===== src/rtl/subadd_serial_ctrl.sv =====
// Wide add/subtract sequenced through one 4-bit add/sub slice, one nibble per clock, LSB first.
// Optional SUBADD_SEQ_SAT_EN: saturate the result on signed overflow when entering DONE.
module subadd_serial_ctrl #(
    parameter int NIBBLES = 4,
    localparam int W      = 4 * NIBBLES
) (
    input  logic         clk,
    input  logic         rst,
    input  logic         start,
    input  logic         sub,
    input  logic [W-1:0] a,
    input  logic [W-1:0] b,
    output logic         busy,
    output logic         done,
    output logic [W-1:0] result,
    output logic         carry,
    output logic         overflow,
    output logic         zero,
    output logic [1:0]   fsm_state
);

    localparam int CW = (NIBBLES > 1) ? $clog2(NIBBLES) : 1;

    localparam logic [1:0] IDLE = 2'd0;
    localparam logic [1:0] RUN  = 2'd1;
    localparam logic [1:0] DONE = 2'd2;

    logic [1:0]    state;
    logic [CW-1:0] cnt;
    logic [W-1:0]  a_reg;
    logic [W-1:0]  b_reg;
    logic          sub_reg;
    logic          c_reg;

    logic [3:0]    a_nib;
    logic [3:0]    b_nib;
    logic [4:0]    sum;
    logic [W-1:0]  res_next;
    logic [W-1:0]  fin_res;
    logic          ovf_next;
    logic          last;

    // Handshake: start is sampled only in IDLE; done pulses for the single DONE
    // cycle, during which result/carry/overflow/zero are valid; busy covers RUN and DONE.
    assign busy      = (state != IDLE);
    assign done      = (state == DONE);
    assign fsm_state = state;
    assign last      = (cnt == CW'(NIBBLES - 1));

    always_comb begin
        a_nib    = a_reg[{cnt, 2'b00} +: 4];
        b_nib    = b_reg[{cnt, 2'b00} +: 4] ^ {4{sub_reg}};
        sum      = {1'b0, a_nib} + {1'b0, b_nib} + {4'b0000, c_reg};
        res_next = result;
        res_next[{cnt, 2'b00} +: 4] = sum[3:0];
        // Signed overflow: operands agree in sign but the sum does not.
        ovf_next = (a_reg[W-1] == (b_reg[W-1] ^ sub_reg)) && (res_next[W-1] != a_reg[W-1]);
        fin_res  = res_next;
`ifdef SUBADD_SEQ_SAT_EN
        if (ovf_next) begin
            fin_res = a_reg[W-1] ? {1'b1, {(W-1){1'b0}}} : {1'b0, {(W-1){1'b1}}};
        end
`endif
    end

    always_ff @(posedge clk or posedge rst) begin
        if (rst) begin
            state    <= IDLE;
            cnt      <= '0;
            a_reg    <= '0;
            b_reg    <= '0;
            sub_reg  <= 1'b0;
            c_reg    <= 1'b0;
            result   <= '0;
            carry    <= 1'b0;
            overflow <= 1'b0;
            zero     <= 1'b0;
        end else begin
            case (state)
                IDLE: begin
                    if (start) begin
                        a_reg   <= a;
                        b_reg   <= b;
                        sub_reg <= sub;
                        cnt     <= '0;
                        // Carry-in of 1 supplies the +1 of the two's complement negation.
                        c_reg   <= sub;
                        state   <= RUN;
                    end
                end
                RUN: begin
                    c_reg <= sum[4];
                    cnt   <= cnt + CW'(1);
                    if (last) begin
                        result   <= fin_res;
                        carry    <= sum[4];
                        overflow <= ovf_next;
                        zero     <= ~|fin_res;
                        state    <= DONE;
                    end else begin
                        result <= res_next;
                    end
                end
                DONE: begin
                    state <= IDLE;
                end
                default: begin
                    state <= IDLE;
                end
            endcase
        end
    end

endmodule


===== config.mk =====
export PLATFORM = sky130hd
export DESIGN_NAME = subadd_serial_ctrl
export DESIGN_NICKNAME = d
export VERILOG_FILES = /design/src/rtl/subadd_serial_ctrl.sv
export SDC_FILE = /design/constraint.sdc
export NUM_CORES = 1
export LEC_CHECK = 0
export ABC_AREA = 1
export CORE_MARGIN = 2
export CORE_UTILIZATION = 40
export CTS_CLUSTER_SIZE = 12
export DETAILED_ROUTE_END_ITERATION = 8
export GPL_TIMING_DRIVEN = 1
export HOLD_SLACK_MARGIN = 0.02
export PLACE_DENSITY = 0.67
export REMOVE_ABC_BUFFERS = 1
export SLEW_MARGIN = 20
export SYNTH_ARGS = -nofsm -noshare
export SYNTH_HDL_FRONTEND = slang
export SYNTH_SLANG_ARGS = --single-unit

===== constraint.sdc =====
create_clock -name clk -period 2.9 [get_ports clk]
set_input_delay 0.58 -clock clk [delete_from_list [all_inputs] [get_ports clk]]
set_output_delay 0.58 -clock clk [all_outputs]
set_load 0.005 [all_outputs]

==> metrics.md, run 1 <==
| Metric | Value |
|---|---|
| Largest net degree at the start of global routing | 31 |
| Fin crit period | 2.66 ns |
| Max frequency | 376 MHz |
| Cells after synthesis | 397 |
| Number of synthesized flops with an enable pin | 0 |
| Post-synthesis cell type count | 31 |
| Proportion of netlist area held by the largest area contributor | a little under half |
| Core area | between 7000 and 8000 sq um |
| WS Path Type | flop to flop |
| Drt total wl | 6930 microns |
| Fin nets | ~500 |
| Area growth syn-to-layout | 30.6% |
| Synth Register Bits | 57 |
| Via count | around 2800 |
| Num rows | 31 |
| CP endpoint kind | flop |
| Tcrit/Tclk final | 91.8% |
| Synth async-reset ratio | between 90% and 100% |
| Hold-fix buffers, CTS | 0 |
| Sequential fraction of the synthesis area | ~47% |
| Remaining DRCs | 0 |
| Final core utilization | a little over half |
| Worst slew margin | 64.9% |
| Top cells by area, synth | dfrtp_1 (47%), nand2_1 (19%), nor2_1 (5.2%) |
| Antenna fix cells | 0 |
| Die Height | approximately 91 microns |
| GRT busiest layer | met2 |
| Global Route met3 Usage | 3.73% |
| Die ar. | roughly 8300 sq um |
| Most common cell after layout, fill and taps aside | nand2_1 |
| H-tree levels | 3 |
| Data arrival time of the worst path | 2.93 ns |
| Final Hold Viols | 0 |
| Commonest cells after routing, fill and taps aside | nand2_1 (154), clkdlybuf4s50_1 (58), dfrtp_1 (56) |
| Setup Skew | a little over 0.007 ns |
| Top cell type by total area after synthesis | dfrtp_1 |
| CTS root buffer | clkbuf_8 |
| Worst slack, placed | 0.119 ns |
| Avg WL per Cell | 12.2 microns |
| Initial detailed-routing violation count | 127 |
| Grt ovf | 0 |
| Worst skew pair latency | 0.33 ns |
| Initial core utilization | roughly two fifths |
| M2 GR Usage | 29.3% |
| Critical path launch point type | flop |
| Setup bufs post-CTS | 0 |
| # port buffers | between 50 and 60 |
| Final setup margin | 0.238 ns |
| CTS tree | done |
| Tightest Pin Transition | 0.526 ns |
| Avg Cell Area, Syn | around 7.7 sq um |
| Dpl hpwl | 5240 microns |
| Top_reg_cell synth | dfrtp_1 |
| Clock Pin Slew Worst Setup and Hold Paths | around 0.07 ns |
| Vias per cell | around 5 |
| Share of cells above drive strength 1 | ~8.6% |
| Final Slew Violations | 0 |
| Total CTS buffers | 9 |
| Max Root-Sink Buffers | 2 |
| Cell Area, Placed | 3750 sq um |
| Final non-filler cell total | 566 |
| Max VDD drop | 0.000481 V |
| Routed Antenna Nets | 0 |
| Clock sinks | 57 |
| Post-Route Setup TNS | 0 ns |
| Die width | 91.2 microns |
| DR pass1 iterations | 5 |
| Post-cts repair resize count | 0 |
| Fin area | 3970 sq um |
| Cell Area, Synth | 3040 sq um |
| FILL cells | 722 |
| Placed cells | 550 |
| Gpl congestion | approximately 0.86 |
| Ys Warns | 0 |
| Antenna violations before repair | 0 |
| Max FO, Critical Path | 10 |
| Status | finished, final reports clean |
| GRT Resource Usage Total | 17.6% |
| Hold Crit Class | primary input to asynchronous set/reset pin |
| RSZ-0062 raised after global routing | no |
| Met1 usage | 22.9% |
| Pwr dens | around 1300 nW/um^2 |
| Vias in the first global route | 2613 |
| First-pass GRT wire length | 11900 microns |
| Critical Path RT | 3.17 ns |
| # IOs | 59 |
| Max cap viols | 0 |
| Leak | between 1.5 and 2 nW |
| Final setup vio count | 0 |
cells in the mapped netlist (2+ instances only):
| cell type | number |
|---|---|
| a21oi_1 | 5 |
| a31oi_1 | 12 |
| buf_2 | 10 |
| clkbuf_1 | 3 |
| dfrtp_1 | 57 |
| fa_1 | 2 |
| ha_1 | 9 |
| inv_1 | 35 |
| nand2_1 | 154 |
| nand2_2 | 2 |
| nand3_1 | 14 |
| nand3_2 | 3 |
| nor2_1 | 42 |
| o21ai_0 | 23 |
| o21ai_1 | 3 |
| o22ai_1 | 5 |
| xor2_1 | 4 |
through the flow:
| stage | power (W) | hold WS (ns) |
|---|---|---|
| floorplan | 0.00339 | 0.444 |
| global placement | 0.00431 | 0.460 |
| detailed placement | 0.00437 | 0.461 |
| CTS | 0.00518 | 0.432 |
| global route | 0.00568 | 0.462 |
| finish | 0.00517 | 0.441 |
logic make-up after synthesis:
logic type	synth area share [%]
and+or+nand+nor	28.9
DFF	46.9
AOI/OAI and AO/OA	10.3
buffers and inverters	7.45
adders and majority gates	5.02
xor gates and xnor gates	1.44
layer usage:
metal | vias to the layer above | wire [microns]
li1 | 1394 | -
met1 | 1293 | 3290
met2 | 79 | 3230
met3 | 10 | 314
met4 | 0 | 93
met5 | - | 0
cell type report:
cell class | count | area [sq um] | share of cell area, %
Clock buffer | 12 | 165 | 4.16
Clock inverter | 4 | 50.0 | 1.26
Inverter | 35 | 131 | 3.31
Multi-Input combinational cell | 289 | 1390 | 35.0
Sequential cell | 57 | 1430 | 36.0
Tap cell | 99 | 124 | 3.12
Timing Repair Buffer | 70 | 683 | 17.2
where the power goes:
group          internal [W]  switching [W]
Sequential          0.00117       0.000263
Clock              0.000465       0.000317
Combinational       0.00120        0.00175
Total               0.00284        0.00233
critical path, cell delays in order, from the launching register on:
cell	delay, ns
dfrtp_2	0.45
inv_2	0.07
o21ai_0	0.18
o22ai_1	0.12
xor2_1	0.17
fa_2	0.37
fa_1	0.51
nor2_1	0.07
nand3_1	0.11
nand2_1	0.05
nor2_1	0.08
nand2_1	0.05
nor2_1	0.08
nand2_1	0.06
nor2_1	0.08
nand3_1	0.09
nand2_1	0.06
final timing paths:
check / from / end / slack (ns) / cells after the start
setup / recovery: cnt[0] / zero / 0.24 / 16
hold / removal: rst / result[4] / 0.44 / 2
setup reg to reg: cnt[0] / zero / 0.24 / 16
hold reg to reg: a_reg[6] / a_reg[6] / 0.48 / 2
max in group asynchronous: rst / b_reg[3] / 1.93 / 3
min in group clk: a_reg[6] / a_reg[6] / 0.48 / 2
No activity file was read; power rests on OpenSTA's default activity.
==> inputs of run 2 (changes only) <==
SKIP_CTS_REPAIR_TIMING = 1   (was default)
clock period = 2.4 ns   (was 2.9 ns; I/O delays follow)
==> metrics.md, run 2 (same netlist as run 1, synthesis figures left out) <==
| Metric | Value |
|---|---|
| Status | finished with violations (was finished, final reports clean) |
| Violated checks | setup timing |
| Multi-input logic area | 1490 sq um (was 1390 sq um) |
| Critical path launch point type | flop (unchanged) |
| Drt total wl | 7310 microns (was 6930 microns) |
| Initial detailed-routing violation count | 152 (was 127) |
| CP peak stage delay | 0.60 ns (was 0.51 ns) |
| Initial core utilization | 41.7% (unchanged) |
| Pwr dens | 1660 nW/um^2 (was 1300 nW/um^2) |
| Reg area | 1430 sq um (about the same) |
| Routed Antenna Nets | 0 (unchanged) |
| Critical-path top delay cell | fa_2 (was fa_1) |
| Max FO, Critical Path | 6 (was 10) |
| Die ar. | 8310 sq um (unchanged) |
| First-pass GRT wire length | 11900 microns (about the same) |
| Clock sinks | 57 (unchanged) |
| Final Slew Violations | 0 (unchanged) |
| Remaining DRCs | 0 (unchanged) |
| # port buffers | 58 (unchanged) |
| Total CTS buffers | 9 (unchanged) |
| Share of cells above drive strength 1 | 15.8% (was 8.57%) |
| Worst skew pair latency | 0.35 ns (was 0.33 ns) |
| Area growth syn-to-layout | 38.9% (was 30.6%) |
| Core area | 7290 sq um (unchanged) |
| Fin nets | 528 (was 509) |
| Clk pwr share | 13.4% (was 15.1%) |
| Gpl congestion | 0.854 (was 0.856) |
| WP buf/inv | 1 (unchanged) |
| # IOs | 59 (unchanged) |
| CTS tree | done (unchanged) |
| Largest net degree at the start of global routing | 37 (was 31) |
| Cell mode on critical path | nand2_1 |
| Combinational Power Share | 61.7% (was 57.1%) |
| WS Path Type | flop to flop (unchanged) |
| Max VDD drop | 0.000651 V (was 0.000481 V) |
| Clock Pin Slew Worst Setup and Hold Paths | 0.06 ns (was 0.07 ns) |
| Net Sw Frac | 44.6% (was 45.1%) |
| Vias in the first global route | 2671 (was 2613) |
| Sw power | 0.00312 W (was 0.00233 W) |
| GRT Resource Usage Total | 18.2% (was 17.6%) |
| Most common cell after layout, fill and taps aside | nand2_1 (unchanged) |
| CP endpoint kind | flop (unchanged) |
| Grt ovf | 0 (unchanged) |
| Commonest cells after routing, fill and taps aside | nand2_1 (151), clkdlybuf4s50_1 (58), dfrtp_1 (55) (was nand2_1 (154), clkdlybuf4s50_1 (58), dfrtp_1 (56)) |
| Leak | 2.08 nW (was 1.97 nW) |
| Critical Path RT | 2.69 ns (was 3.17 ns) |
| CTS root buffer | clkbuf_8 (unchanged) |
| Die Height | 91.2 microns (unchanged) |
| Dpl hpwl | 5330 microns (was 5240 microns) |
| Via count | 2778 (was 2776) |
| Vias per cell | 4.75 (was 4.90) |
| Tcrit/Tclk final | 111% (was 91.8%) |
| Final core utilization | 57.9% (was 54.4%) |
| Final setup margin | -0.256 ns (was 0.238 ns) |
| Max cap viols | 0 (unchanged) |
| WHS | 0.476 ns (was 0.441 ns) |
| FILL cells | 692 (was 722) |
| Crit path max-delay family | adder cells (unchanged) |
| Avg WL per Cell | 12.5 microns (was 12.2 microns) |
| H-tree levels | 3 (unchanged) |
| Final Hold Viols | 0 (unchanged) |
| Antenna violations before repair | 0 (unchanged) |
| Final setup vio count | 8 (was 0) |
| Max Root-Sink Buffers | 2 (unchanged) |
| Fin crit period | 2.66 ns (about the same) |
| Crit path cell chain | o21ai_2, o22ai_2, xor2_1, fa_2, fa_2, inv_1, nand3_2, nand2_1, nor2_1, nand2_1, nor2_1, nand2_1, nor2_1, nand3_1, nand2_1 (was inv_2, o21ai_0, o22ai_1, xor2_1, fa_2, fa_1, nor2_1, nand3_1, nand2_1, nor2_1, nand2_1, nor2_1, nand2_1, nor2_1, nand3_1, nand2_1) |
| Antenna fix cells | 0 (unchanged) |
| Max frequency | 376 MHz (about the same) |
| Part of the power in registers | 24.9% (was 27.8%) |
| Setup Skew | 0.00595 ns (was 0.00725 ns) |
| Worst slew margin | 67.9% (was 64.9%) |
| Tightest Pin Transition | 0.481 ns (was 0.526 ns) |
| Num rows | 31 (unchanged) |
| DR pass1 iterations | 4 (was 5) |
| P_int | 0.00388 W (was 0.00284 W) |
| Die width | 91.2 microns (unchanged) |
| Data arrival time of the worst path | 2.94 ns (was 2.93 ns) |
| RSZ-0062 raised after global routing | yes (was no) |
| Hold Crit Class | primary input to asynchronous set/reset pin (unchanged) |
| Tot Pwr | 0.00700 W (was 0.00517 W) |
==> run 2: cell types whose count changed in the layout (fill, tap and decap cells not counted), sizes merged <==
cell	delta
buf	+19
clkbuf	+2
clkinvlp	-2
==> run 2: stage by stage <==
stage               setup slack [ns]  std cells  cell area, sq um  setup TNS [ns]
floorplan                     -0.845        381              2940           -8.43
global placement              -0.196        563              3850          -0.294
detailed placement            -0.276        563              3850          -0.931
CTS                           -0.299        579              4060           -1.12
global route                  -0.416        585              4220           -2.44
finish                        -0.256        585              4220          -0.605
==> run 2: cell type report <==
class / count / share of cell area [%]
multi-input combinational: 289 / 35.3
tap: 99 / 2.93
clock buffer: 14 / 4.09
inverter: 35 / 3.17
timing repair buffer: 89 / 19.8
sequential: 57 / 33.8
clock inverter: 2 / 0.830
==> run 2: worst paths after layout <==
check	start	end	slack (ns)	cells after the start
setup / recovery	cnt[0]	zero	-0.26	15
hold / removal	rst	result[6]	0.48	2
setup reg to reg	cnt[0]	zero	-0.26	15
hold reg to reg	a_reg[10]	a_reg[10]	0.48	2
max in group asynchronous	rst	cnt[0]	1.36	3
min in group clk	a_reg[10]	a_reg[10]	0.48	2
==> run 2: worst reg2reg max path: stages (launching register included) <==
cell and delay, ns:
dfrtp_2 0.47, o21ai_2 0.18, o22ai_2 0.10, xor2_1 0.16, fa_2 0.37, fa_2 0.60
inv_1 0.05, nand3_2 0.07, nand2_1 0.05, nor2_1 0.09, nand2_1 0.06, nor2_1 0.10
nand2_1 0.06, nor2_1 0.10, nand3_1 0.07, nand2_1 0.06
==> run 2: power groups by stage <==
stage	combinational, W	clock [W]	sequential [W]
2_1_floorplan	0.00238	0	0.00172
3_3_place_gp	0.00362	0	0.00173
3_5_place_dp	0.00372	0	0.00173
4_1_cts	0.00373	0.000969	0.00172
5_1_grt	0.00485	0.00100	0.00181
6_report	0.00432	0.000938	0.00174
==> run 2: per-layer routing <==
metal	global-route usage [%]	wire length, microns	up-vias
li1	-	-	1422
met1	23.4	3300	1266
met3	4.48	361	15
met4	7.95	147	0
met5	0	0	-
met2	29.0	3510	75
